==> src/rtl/if_fetch_unit.sv <==
// if_fetch_unit
//   Instruction-fetch stage of the five-stage MIPS pipeline. It owns the
//   program counter and issues one instruction-memory request at a time.
//   It feeds instruction / pc_plus_4 to the IF/ID register, and inserts an
//   all-zero word (sll $0,$0,0) whenever no fetched instruction is available.
//
//   Ports
//     clk          : clock, rising edge
//     reset        : asynchronous, active-high
//     stall        : hazard unit holds IF/ID; do not advance
//     redirect     : taken branch/jump from a later stage
//     redirect_pc  : redirect target (bits [1:0] forced to 0)
//     imem_req     : instruction-memory request
//     imem_addr    : word-aligned fetch address
//     imem_ready   : memory completes the request this cycle
//     imem_rdata   : instruction word, valid when imem_req & imem_ready
//     instruction  : to IF/ID Instruction (0 = bubble)
//     pc_plus_4    : to IF/ID PC_plus_4
//     fetch_valid  : instruction carries a real fetched word
//     pc           : current fetch PC (debug)
//
//   Optional build macro IF_FETCH_PERF_EN adds saturating 32-bit counters
//     perf_fetched : instructions consumed downstream
//     perf_bubbles : unstalled cycles without a valid instruction
module if_fetch_unit #(
  parameter logic [31:0] RESET_PC = 32'h0000_0000
) (
  input  logic        clk,
  input  logic        reset,
  input  logic        stall,
  input  logic        redirect,
  input  logic [31:0] redirect_pc,
  output logic        imem_req,
  output logic [31:0] imem_addr,
  input  logic        imem_ready,
  input  logic [31:0] imem_rdata,
  output logic [31:0] instruction,
  output logic [31:0] pc_plus_4,
  output logic        fetch_valid,
  output logic [31:0] pc
`ifdef IF_FETCH_PERF_EN
  ,
  output logic [31:0] perf_fetched,
  output logic [31:0] perf_bubbles
`endif
);

  typedef enum logic [1:0] {
    FETCH = 2'd0,
    HOLD  = 2'd1,
    DRAIN = 2'd2
  } state_t;

  state_t      state;
  state_t      state_next;
  logic [31:0] pc_next;
  logic [31:0] hold_buf;
  logic [31:0] hold_next;
  logic [31:0] pend_pc;
  logic [31:0] pend_next;
  logic [31:0] target;
  logic        req_on;
  logic        done;

  assign target    = {redirect_pc[31:2], 2'b00};
  assign pc_plus_4 = pc + 32'd4;

  // A request is outstanding in FETCH and DRAIN; computed apart from the
  // FSM block so that done does not feed back through it.
  assign req_on = !reset && ((state == FETCH) || (state == DRAIN));
  assign done   = req_on && imem_ready;

  always_ff @(posedge clk or posedge reset) begin
    if (reset) begin
      state    <= FETCH;
      pc       <= RESET_PC;
      hold_buf <= 32'd0;
      pend_pc  <= 32'd0;
    end else begin
      state    <= state_next;
      pc       <= pc_next;
      hold_buf <= hold_next;
      pend_pc  <= pend_next;
    end
  end

  always_comb begin
    state_next  = state;
    pc_next     = pc;
    hold_next   = hold_buf;
    pend_next   = pend_pc;
    imem_req    = req_on;
    imem_addr   = pc;
    instruction = 32'd0;
    fetch_valid = 1'b0;

    if (!reset) begin
      case (state)
        FETCH: begin
          if (redirect) begin
            // Zero-penalty redirect when the current fetch completes now;
            // otherwise the issued request must be allowed to finish.
            if (done) begin
              pc_next = target;
            end else begin
              pend_next  = target;
              state_next = DRAIN;
            end
          end else if (done) begin
            instruction = imem_rdata;
            fetch_valid = 1'b1;
            if (!stall) begin
              pc_next = pc_plus_4;
            end else begin
              hold_next  = imem_rdata;
              state_next = HOLD;
            end
          end
        end

        HOLD: begin
          if (redirect) begin
            pc_next    = target;
            state_next = FETCH;
          end else begin
            instruction = hold_buf;
            fetch_valid = 1'b1;
            if (!stall) begin
              pc_next    = pc_plus_4;
              state_next = FETCH;
            end
          end
        end

        DRAIN: begin
          // imem_addr stays at the old pc; the latest redirect target wins.
          if (redirect) begin
            pend_next = target;
          end
          if (done) begin
            pc_next    = redirect ? target : pend_pc;
            state_next = FETCH;
          end
        end

        default: begin
          state_next = FETCH;
        end
      endcase
    end
  end

`ifdef IF_FETCH_PERF_EN
  function automatic logic [31:0] sat_inc(input logic [31:0] v);
    sat_inc = (v == 32'hFFFF_FFFF) ? v : v + 32'd1;
  endfunction

  always_ff @(posedge clk or posedge reset) begin
    if (reset) begin
      perf_fetched <= 32'd0;
      perf_bubbles <= 32'd0;
    end else begin
      if (fetch_valid && !stall && !redirect) begin
        perf_fetched <= sat_inc(perf_fetched);
      end
      if (!fetch_valid && !stall) begin
        perf_bubbles <= sat_inc(perf_bubbles);
      end
    end
  end
`endif

endmodule
==> config.mk <==
export PLATFORM = sky130hd
export DESIGN_NAME = if_fetch_unit
export DESIGN_NICKNAME = d
export VERILOG_FILES = /design/src/rtl/if_fetch_unit.sv
export SDC_FILE = /design/constraint.sdc
export NUM_CORES = 1
export LEC_CHECK = 0
export BUFFER_PORTS_ARGS = -buffer_cell sky130_fd_sc_hd__buf_2
export CORE_ASPECT_RATIO = 1.5
export CORE_MARGIN = 3
export CORE_UTILIZATION = 30
export DETAILED_ROUTE_END_ITERATION = 10
export GPL_ROUTABILITY_DRIVEN = 0
export PLACE_DENSITY = 0.6
export SKIP_CTS_REPAIR_TIMING = 1
export SYNTH_ARGS = -nofsm -noshare
export SYNTH_HDL_FRONTEND = slang
export SYNTH_SLANG_ARGS = --single-unit
==> constraint.sdc <==
create_clock -name clk -period 4 [get_ports clk]
set_input_delay 1 -clock clk [delete_from_list [all_inputs] [get_ports clk]]
set_output_delay 1 -clock clk [all_outputs]
set_load 0.005 [all_outputs]
==> reports/results.ini <==
[run_status]
status=finished, final reports clean

[global_routing]
antenna_found_initial=4
grt_use_met3_pct=4.15
grtUsageMet2_pct=28.5
grt.busiest_layer=met2
met1_usage_pct=19.3
grt_pass1_wl_um=28500
grt_use_total_pct=16.2
grt_pass1_vias=5254
grt_overflow=0
grt_max_degree=38

[sta]
tns_ns=0
fin_ws_ns=0.301
skew_ns=0.00863
slew_violations=0
min_period_over_period_pct=92.5
min_period_ns=3.70
grt_setup_unrepaired=no
relSlewSlack_pct=34.7
finalHoldViolations=0
worst_pin_slew_ns=0.979
max_clock_freq_mhz=270
setup_viol=0

[logic_synthesis]
ys_warn_count=0
syn_area_per_cell_sq_um=9.76
synth_nets=690
synth_top_cell_area_share_pct=40.5
synth.most_common_cell=dfrtp_1
syn_inst=620
netlist_top_cells_area=dfrtp_1 41%, mux2_2 8.4%, mux2_1 5.8%, a22oi_1 4.8%, buf_4 4.2%
synth_top_area_cell=dfrtp_1
synth.distinct_cells=59
syn_area_sq_mm=0.00605
ys_ff_latch=98
synth_flop_cell=dfrtp_1
yosysSeqAreaShare_pct=40.5
synth_common_cells=98 x dfrtp_1, 48 x nor2_1, 45 x mux2_2
async_flop_share_pct=100
synth_edf_count=0

[worst_setup_path]
critical-path-slowest-cell=or3_1
reg2reg_slack_ns=1.37
endpoint_kind=primary output
crit_required_ns=3.00
critical_path.max_fanout=10
slowest_delay_ns=0.61
cpLargestDelayFamily=simple AND/OR/NAND/NOR gates
crit_path_cell_trace=nand4_1, or3_1, nor4_2, xor2_1, buf_2
reg2reg_depth=5
critPathArrivalTime_ns=2.70
r2r_start=state[1]
rr_endpoint=hold_buf[25]
crit_type=register to primary output
crit_buf_inv=1
cp-start-kind=register

[placement]
numPortBuffers=196
dpl.hpwl_um=12800
placed_area_sq_mm=0.00705
dp_cells=1010
pre_cts_slack_ns=0.485

[detailed_routing]
drtIter0Drc=327
drtPass1Iterations=4
routedWlPerCell_um=17.1
drt-total-wl_um=17600
drc=0
num_vias=5281
antenna_left=0
vias_per_cell=5.14

[power]
sequentialPowerShare_pct=42.3
power_density_mw_per_mm2=505
leakage_nw=3.26
p_switching_w=0.00125
ir_worst_vdd_uv=167
combPwrFrac_pct=30.4
power_frac_clock_pct=27.3
switching_share_pct=33.6
p_int_w=0.00248

[final_layout]
layoutNonFillerInstCount=1027
multi_input_area_sq_mm=0.00306
fin_nets=831
regArea_sq_mm=0.00245
syn_to_final_growth_pct=22.2
fin_util_pct=37.4
fillers=1992
final_area_sq_mm=0.00739
layout-drive-gt1-share_pct=37.9

[clocking]
numCtsBuffers=9
cts_sinks=98
clkLatencyLatePin_ns=0.35
cts_tree=done
cts_buffer_depth=2
htree_levels=3
cts.clk_slew.worst_paths_ns=0.07
ctsRootBufferMaster=clkbuf_16

[floorplan]
ios=199
coreArea_sq_mm=0.0198
fp.dieW_um=122
die_area_sq_mm=0.0219
rows=63
die_h_um=180
start_util_pct=30.6

[worst_hold_path]
min_path_type=register to register
min_to=pend_pc[2]
whs_path_depth=1
hold_path.startpoint=pend_pc[2]

[flow_run]
drv_cap=0

-- layout make-up --
type	instances	share of cell area, %
tap	260	4.40
clock inverter	4	1.34
clock buffer	12	3.33
antenna	1	0.0338
sequential	98	33.2
inverter	14	0.745
multi-input combinational	421	41.4
timing repair buffer	217	15.6
-- worst register-to-register path, stage by stage, from the launching register on --
cell     delay (ns)
dfrtp_1        0.47
or2_1          0.31
nor4b_4        0.25
buf_4          0.39
nand2_2        0.57
mux2_1         0.53
-- cells in the final DEF (no fill, tap or decap), types with 5 or more instances in the layout --
cell type and instances:
nand3_1 15, nor2_1 48, a41oi_1 5, a32oi_1 7
dfrtp_1 98, mux2_2 45, a22oi_1 39, xor2_1 12
mux2_1 31, buf_4 20, buf_2 196, and2_1 6
o221ai_1 7, nand4_1 9, nor3_1 27, o211ai_1 6
inv_1 13, nand2_1 38, o311ai_0 6, mux2i_1 7
a31oi_1 5, a21oi_1 6, clkbuf_16 9, o21ai_0 12
xnor2_1 14, nor4_1 14
-- cell families after synthesis --
| kind of cell | share of synthesized area [%] |
|---|---|
| AND/OR/NAND/NOR | 16.1 |
| adder cells (fa/ha/maj) | 0.207 |
| flip-flops | 40.5 |
| XOR/XNOR | 3.76 |
| AO/OA/AOI/OAI | 15.0 |
| buffers and inverters | 9.10 |
| multiplexers | 15.3 |
-- routing by layer --
layer / vias to the layer above / wire length, um
li1: 2522 / -
met1: 2573 / 6940
met2: 159 / 9170
met3: 21 / 1180
met4: 6 / 270
met5: - / 34
-- flip-flops by register name (all words and copies together) (netlist names) --
name,count
imem_addr,32
pend_pc,32
hold_buf,32
state,2
-- power groups by stage --
stage	clock (W)	combinational, W	sequential [W]
after floorplan	0	0.000848	0.00148
after global placement	0	0.00113	0.00158
after detailed placement	0	0.00115	0.00160
after CTS	0.00105	0.00116	0.00158
after global routing	0.00108	0.00127	0.00163
final	0.00102	0.00113	0.00158
-- metrics by stage --
| stage | power (W) | hold WS [ns] |
|---|---|---|
| 3_5_place_dp | 0.00275 | 0.475 |
| 3_3_place_gp | 0.00272 | 0.474 |
| 2_1_floorplan | 0.00233 | 0.453 |
| 5_1_grt | 0.00398 | 0.500 |
| 6_report | 0.00373 | 0.492 |
| 4_1_cts | 0.00378 | 0.496 |
-- worst max-delay path by stage --
stage	end	depth (start not counted)	from	slack [ns]
floorplan	hold_buf[0]	1	reset	0.38
global placement	instruction[24]	7	reset	0.50
detailed placement	instruction[24]	7	reset	0.49
CTS	pc_plus_4[26]	5	imem_addr[4]	0.26
global route	pc_plus_4[26]	5	imem_addr[4]	0.09
finish	pc_plus_4[31]	5	imem_addr[4]	0.30
No activity file was read; power rests on OpenSTA's default activity.
